**config.mk**
```make
export PLATFORM = sky130hd
export DESIGN_NAME = multicycle_control
export DESIGN_NICKNAME = d
export VERILOG_FILES = /design/src/rtl/multicycle_control.sv
export SDC_FILE = /design/constraint.sdc
export NUM_CORES = 1
export LEC_CHECK = 0
export ABC_AREA = 1
export CAP_MARGIN = 10
export CORE_MARGIN = 2
export CORE_UTILIZATION = 52
export DETAILED_ROUTE_END_ITERATION = 8
export PLACE_DENSITY = 0.9
export SLEW_MARGIN = 20
export SYNTH_ARGS = -nofsm -noshare
export SYNTH_HDL_FRONTEND = slang
export SYNTH_SLANG_ARGS = --single-unit
```
**constraint.sdc**
```tcl
create_clock -name clk_i -period 1.7 [get_ports clk_i]
set_clock_uncertainty 0.2 [all_clocks]
set_input_delay 0.17 -clock clk_i [delete_from_list [all_inputs] [get_ports clk_i]]
set_output_delay 0.17 -clock clk_i [all_outputs]
set_load 0.01 [all_outputs]
```
**src/rtl/multicycle_control.sv**
```systemverilog
// Main control FSM of the multi-cycle MIPS CPU: decodes the state into datapath
// controls, bounds memory waits, and counts retired instructions.
module multicycle_control #(
   parameter int unsigned CNT_W      = 32,
   parameter int unsigned WAIT_LIMIT = 16
) (
   input  logic             clk_i,
   input  logic             rst_i,
   input  logic             start_i,
   input  logic [5:0]       op_i,
   input  logic             mem_ready_i,
   input  logic             zero_i,
   output logic             PCWrite_o,
   output logic             PCWriteCond_o,
   output logic             IorD_o,
   output logic             MemRead_o,
   output logic             MemWrite_o,
   output logic             IRWrite_o,
   output logic             MemtoReg_o,
   output logic             RegDst_o,
   output logic             RegWrite_o,
   output logic             ALUSrcA_o,
   output logic [1:0]       ALUSrcB_o,
   output logic [1:0]       ALUOp_o,
   output logic [1:0]       PCSource_o,
   output logic             halted_o,
   output logic             err_o,
   output logic [CNT_W-1:0] instr_cnt_o
);

   localparam int unsigned WAIT_W = (WAIT_LIMIT > 1) ? $clog2(WAIT_LIMIT) : 1;
   localparam logic [WAIT_W-1:0] WAIT_LAST = WAIT_W'(WAIT_LIMIT - 1);

   localparam logic [5:0] OP_R    = 6'b000000;
   localparam logic [5:0] OP_LW   = 6'b100011;
   localparam logic [5:0] OP_SW   = 6'b101011;
   localparam logic [5:0] OP_BEQ  = 6'b000100;
   localparam logic [5:0] OP_J    = 6'b000010;
   localparam logic [5:0] OP_ADDI = 6'b001000;

   typedef enum logic [3:0] {
      S_IDLE, S_FETCH, S_DECODE, S_EXEC_R, S_R_WB, S_MEM_ADDR, S_MEM_RD,
      S_LW_WB, S_MEM_WR, S_BRANCH, S_JUMP, S_ADDI_EX, S_ADDI_WB, S_HALT
   } state_t;

   state_t            state_q, state_d;
   logic [WAIT_W-1:0] wait_q, wait_d;
   logic [CNT_W-1:0]  cnt_q, cnt_d;
   logic              err_q, err_d;
   logic              mem_done, mem_timeout;

   // The branch condition is gated in the datapath, not here.
   logic unused_zero;
   assign unused_zero = zero_i;

   always_ff @(posedge clk_i or posedge rst_i) begin
      if (rst_i) begin
         state_q <= S_IDLE;
         wait_q  <= '0;
         cnt_q   <= '0;
         err_q   <= 1'b0;
      end else begin
         state_q <= state_d;
         wait_q  <= wait_d;
         cnt_q   <= cnt_d;
         err_q   <= err_d;
      end
   end

   // Ready on the last allowed cycle still counts as success.
   assign mem_done    = mem_ready_i;
   assign mem_timeout = !mem_ready_i && (wait_q == WAIT_LAST);

   always_comb begin
      state_d       = state_q;
      wait_d        = '0;
      cnt_d         = cnt_q;
      err_d         = err_q;
      PCWrite_o     = 1'b0;
      PCWriteCond_o = 1'b0;
      IorD_o        = 1'b0;
      MemRead_o     = 1'b0;
      MemWrite_o    = 1'b0;
      IRWrite_o     = 1'b0;
      MemtoReg_o    = 1'b0;
      RegDst_o      = 1'b0;
      RegWrite_o    = 1'b0;
      ALUSrcA_o     = 1'b0;
      ALUSrcB_o     = 2'b00;
      ALUOp_o       = 2'b00;
      PCSource_o    = 2'b00;
      halted_o      = 1'b0;

      if (state_q == S_FETCH || state_q == S_MEM_RD || state_q == S_MEM_WR) begin
         if (!mem_done && !mem_timeout) wait_d = wait_q + WAIT_W'(1);
         if (mem_timeout) begin
            state_d = S_HALT;
            err_d   = 1'b1;
         end
      end

      case (state_q)
         S_IDLE: begin
            if (start_i) state_d = S_FETCH;
         end
         S_FETCH: begin
            MemRead_o = 1'b1;
            ALUSrcB_o = 2'b01;
            if (mem_done) begin
               IRWrite_o = 1'b1;
               PCWrite_o = 1'b1;
               state_d   = S_DECODE;
            end
         end
         S_DECODE: begin
            ALUSrcB_o = 2'b11;
            case (op_i)
               OP_R:         state_d = S_EXEC_R;
               OP_LW, OP_SW: state_d = S_MEM_ADDR;
               OP_BEQ:       state_d = S_BRANCH;
               OP_J:         state_d = S_JUMP;
               OP_ADDI:      state_d = S_ADDI_EX;
               default:      state_d = S_HALT;
            endcase
         end
         S_EXEC_R: begin
            ALUSrcA_o = 1'b1;
            ALUOp_o   = 2'b10;
            state_d   = S_R_WB;
         end
         S_R_WB: begin
            RegDst_o   = 1'b1;
            RegWrite_o = 1'b1;
            state_d    = S_FETCH;
            cnt_d      = cnt_q + CNT_W'(1);
         end
         S_MEM_ADDR: begin
            ALUSrcA_o = 1'b1;
            ALUSrcB_o = 2'b10;
            state_d   = (op_i == OP_LW) ? S_MEM_RD : S_MEM_WR;
         end
         S_MEM_RD: begin
            MemRead_o = 1'b1;
            IorD_o    = 1'b1;
            if (mem_done) state_d = S_LW_WB;
         end
         S_LW_WB: begin
            MemtoReg_o = 1'b1;
            RegWrite_o = 1'b1;
            state_d    = S_FETCH;
            cnt_d      = cnt_q + CNT_W'(1);
         end
         S_MEM_WR: begin
            MemWrite_o = 1'b1;
            IorD_o     = 1'b1;
            if (mem_done) begin
               state_d = S_FETCH;
               cnt_d   = cnt_q + CNT_W'(1);
            end
         end
         S_BRANCH: begin
            ALUSrcA_o     = 1'b1;
            ALUOp_o       = 2'b01;
            PCWriteCond_o = 1'b1;
            PCSource_o    = 2'b01;
            state_d       = S_FETCH;
            cnt_d         = cnt_q + CNT_W'(1);
         end
         S_JUMP: begin
            PCWrite_o  = 1'b1;
            PCSource_o = 2'b10;
            state_d    = S_FETCH;
            cnt_d      = cnt_q + CNT_W'(1);
         end
         S_ADDI_EX: begin
            ALUSrcA_o = 1'b1;
            ALUSrcB_o = 2'b10;
            state_d   = S_ADDI_WB;
         end
         S_ADDI_WB: begin
            RegWrite_o = 1'b1;
            state_d    = S_FETCH;
            cnt_d      = cnt_q + CNT_W'(1);
         end
         S_HALT: begin
            halted_o = 1'b1;
         end
         default: state_d = S_IDLE;
      endcase
   end

   assign err_o       = err_q;
   assign instr_cnt_o = cnt_q;

endmodule

```
Word level (Yosys, flattened, before mapping)
Index checks and enable logic that the tools add are counted.
Word-level totals
  flip-flop bits (word level): 41
  bits in latches: 0
  bits in writable memories: 0
  bits in read-only memories: 0
  output and inout port bits: 50
  word-level logic and storage cells: 72
  memories kept: 0
Operators by class
  add/subtract/negate cells: 2
  multiply operators: 0
  div/mod/pow operators: 0
  magnitude comparators: 0
  equal/unequal tests: 20
  shift-type cells: 0
  mux-type cells: 28
  bitwise gates (word level): 0
  reductions and logical operators: 18
Operators by type and width (count)
  $pmux 32 s2: 1
  $pmux 4 s10: 1
  $mux 4: 9
  $add 32x1->32 const B: 1
  $mux 32: 1
  $eq 4x4->1 const B: 7
  $pmux 4 s5: 1
  $eq 4x3->1 const B: 4
  $eq 6x6->1 const B: 2
  $mux 1: 11
  $eq 4x2->1 const B: 2
  $pmux 2 s2: 2
  $reduce_or 2->1: 4
  $eq 6x2->1 const B: 1
  $eq 6x3->1 const B: 1
  $eq 6x4->1 const B: 1
  $logic_not 6->1: 1
  $pmux 2 s3: 1
  $reduce_or 5->1: 1
  $add 4x1->4 const B: 1
  $eq 4x1->1 const B: 1
  $logic_not 4->1: 1
  $reduce_and 2->1: 2
  $reduce_or 4->1: 1
  7 further kinds: 10

Logic depth before layout (Yosys ltp)
  word-level depth: 6
  mapped depth: 10

Worst setup path before layout
OpenSTA, ideal clock, no wires.
  kind: flip-flop to flip-flop
  from: reg cnt_q[0], in the netlist instr_cnt_o[0]
  to: reg cnt_q[8], in the netlist instr_cnt_o[8]
  setup time: 0.129 ns
  arrival time: 1.294 ns
  required time: 1.371 ns
  setup slack: 0.077 ns
  cell stages (with the launch flop): 9
  path buffers: 0
  period minus slack after synthesis: 1.623 ns
  path through: dfrtp_1 ha_1 inv_1 nor2_1 nand2_1 inv_1 nor2_1 o21ai_0 o21ai_0
Between the ends
  cells in the longest elaborated chain, start to end: 3
Ends and longest elaborated chain
  from (decl): line 48  | logic [CNT_W-1:0] cnt_q, cnt_d;
  from (signal assigned): line 65  | cnt_q <= cnt_d;
  $add 32x1->32 *
  $mux 32: line 156  | if (mem_done) begin
  $pmux 32 s2 *: line 102  | case (state_q)
Every way passes the cells marked *; elsewhere a longest branch is shown, timed or not. The select of a mux whose other input is x is not followed.
A chain may end at the register's enable or synchronous reset.

Worst setup path in the final report
  from: reg state_q[1]
  to: reg cnt_q[10], in the netlist instr_cnt_o[10]
Between the ends
  cells in the longest elaborated chain, start to end: 4
  elaborated cells between the ends (all ways): 11
  those cells by class: 7 x eq/ne; 1 x mux; 3 x reduce/logical
Ends and longest elaborated chain
  from (decl): line 46  | state_t state_q, state_d;
  from (signal assigned): line 63  | state_q <= state_d;
  $eq 4x4->1 / $eq 4x3->1 (equally long branches): line 102
  $reduce_or 5->1 (no line)
  $reduce_bool 2->1 (no line)
  $reduce_and 2->1 (no line)
Several ways; a longest one is shown, not always the timed one.

==> reports/summary.txt <==
CP max FO = 15
H-Tree Level Count = 2
Cell Area, Placed = 3890 sq um
average wire per standard cell = 17.3 um
vias in the first global route = 3544
DRT iter0 DRCs = 506
TritonRoute pass-1 iters = 6
# diodes = 0
CP Cell Sequence = buf_6 -> nand2_4 -> inv_4 -> nand2_4 -> nand2_4 -> nor2_4 -> nand2_8 -> buf_16 -> nand2_1 -> nand2_1
crit end category = flop
critical path's largest stage delay = 0.47 ns
cts bufs inserted = 5
fmax = 527 MHz
Inst Count DP = 639
pwr/cell area = 1240 nW/um^2
io pins = 61
post-synthesis sequential area ratio = 35.2%
fin cells = 679
Tot Pwr = 0.00575 W
final worst slack = -0.199 ns
type of the worst setup path = reg2reg
Initial Utilization = 53.3%
nets = 619
area of the multi-input gates = 1910 sq um
Row Count = 27
vias = 3949
HPWL after DPL = 6390 um
most frequent cells in the layout = 184 x nand2_1, 61 x nor2_1, 55 x buf_4
crit path launch type = flop
syn nets = 486
gp weighted congestion = 1.02
final max-slew violation count = 0
CTS tree = built
first-pass GRT wire length = 15700 um
Die H = 78.9 um
die width = 78.9 um
GR Overflow Total = 0
Total Routing Usage GR = 32.1%
largest net degree at the start of global routing = 42
Slew headroom = 79.0%
worst vdd ir = 1.04 mV
Fillers = 316
crit path max-delay cell type = dfrtp_2
Syn Area/Cell = 6.16 sq um
period utilization = 112%
Syn. warnings = 0
CTS clock-pin slew for the worst setup and hold paths = 0.09 ns
Worst Tran Pin Value = 0.312 ns
RSZ-0062 raised after global routing = yes
initial antenna violation count = 0
leak pwr = 2.43 nW
finished layout cell area = 4620 sq um
Final Hold Fails = 0
CP Data Arrival Time = 1.89 ns
DRC errors left = 0
detailed-route wire length = 11700 um
hold crit path type = in2async
number of synthesized register bits = 41
clock buffer depth = 2
setup violators final = 51
share of post-route cells with drive strength above 1 = 30.6%
Crit path top cell by count = nand2_4
Die ar. = 6220 sq um
commonest non-fill, non-tap cell in the layout = nand2_1
core area = 5470 sq um
Port-buffer cells = 59
clk sink count = 41
CTS Root Cell = clkbuf_8
number of antenna-violating nets in the routed design = 0
status = finished with violations
Layout area overhead = 58.4%
mapped cell area = 2920 sq um
Gate Count Post-Synth = 473
maxcap violations = 0
failing checks = setup timing
Final min period = 1.90 ns
Crit path required time = 1.69 ns
post-synth top area cell = dfrtp_1
post-synth top area share = 35.2%
main area contributors after synthesis = dfrtp_1 35%, nand2_1 26%, nor2_1 10%, inv_1 6.2%, nand3_1 5.5%
distinct cell type count after synthesis = 25
worst reg-to-reg path cell count = 10
sequential cell area = 1040 sq um
DR vias/cell = 5.82
Skew-Pair Late Insertion Delay = 0.31 ns
-- sequential cells by signal, summed over array words and instances, names as in the netlist --
register,cells
instr_cnt_o,32
state_q,4
wait_q,4
err_o,1
-- critical path: cells and delay by family (launching register included) --
family / cells / cell delay (ns)
AND/OR/NAND/NOR: 7 / 0.71
buffers and inverters: 3 / 0.38
flip-flops: 1 / 0.47
-- layer usage --
metal / part of all wire, % / GRT usage, % / vias to the layer above
met2: 49 / 59.6 / 316
li1: - / - / 1722
met4: 8.8 / 19.7 / 0
met1: 32 / 33.7 / 1793
met3: 9.6 / 5.34 / 118
met5: 0 / 0 / -
-- final timing paths --
| check | from | endpoint | slack (ns) |
|---|---|---|---|
| max | state_q[1] | instr_cnt_o[10] | -0.20 |
| min | rst_i | wait_q[0] | 0.01 |
| min reg2reg | err_o | err_o | 0.27 |
| max in group asynchronous | rst_i | state_q[2] | 1.05 |
| min in group clk_i | err_o | err_o | 0.27 |
| max reg2reg | state_q[1] | instr_cnt_o[10] | -0.20 |
-- timing repair --
action | CTS | global route
hold buffers | 0 | 0
gates resized for setup | 127 | 76
buffers inserted | 21 | 9
pin swaps | 7 | 19
setup endpoints to repair | 39 | 72
cloned | 1 | 1
-- per-stage QoR --
stage / hold WS (ns) / setup TNS, ns / utilization, % / setup slack (ns)
2_1_floorplan: 0.115 / 0 / - / 0.0774
3_3_place_gp: 0.251 / -1.54 / 71.1 / -0.192
3_5_place_dp: 0.259 / -1.66 / 71.1 / -0.208
4_1_cts: 0.0352 / -0.743 / 78.3 / -0.139
5_1_grt: 0.0530 / -8.11 / 84.4 / -0.260
6_report: 0.0109 / -5.76 / 84.4 / -0.199
-- logic make-up (layout without fill, tap and decap cells) --
logic type               count (synthesis)  after routing  synth area share, %
buffers and inverters                   62            196                 9.66
flip-flops                              41             41                 35.2
AO/OA/AOI/OAI                           15             15                 2.75
AND/OR/NAND/NOR                        340            340                 47.6
XOR/XNOR                                13             13                 3.91
adder cells (fa/ha/maj)                  2              2                0.858
-- cells in the mapped netlist --
cell      instances
xnor2_1           1
inv_2             6
nor2_1           79
nand2_1         204
ha_1              2
a21oi_1           5
nand3_1          32
o211ai_1          1
nand3b_1          1
nand4_1          10
nand2_4           1
dfrtp_1          41
a21boi_0          1
o21ai_1           2
or2_1             1
inv_1            48
nand2_2           1
nor3_1            1
nor2_4            1
nor2_2            8
buf_4             3
o21ai_0           6
buf_6             5
and2_1            1
xor2_1           12
-- where the power goes --
group | switching (W) | total (W) | internal [W] | leakage, nW
logic | 0.00197 | 0.00366 | 0.00169 | 1.84
clock network | 0.000371 | 0.000850 | 0.000479 | 0.0585
registers | 0.000139 | 0.00124 | 0.00110 | 0.530
total | 0.00248 | 0.00575 | 0.00327 | 2.43
-- cell type report --
cell class	instances	area share, %
multi-input cells	370	41.3
repair buffers	134	27.0
flip-flops and latches	41	22.6
inverters	54	4.61
well taps	72	1.95
clock buffers	7	1.87
clock inverters	1	0.650
(Power assumes the default switching activity.)
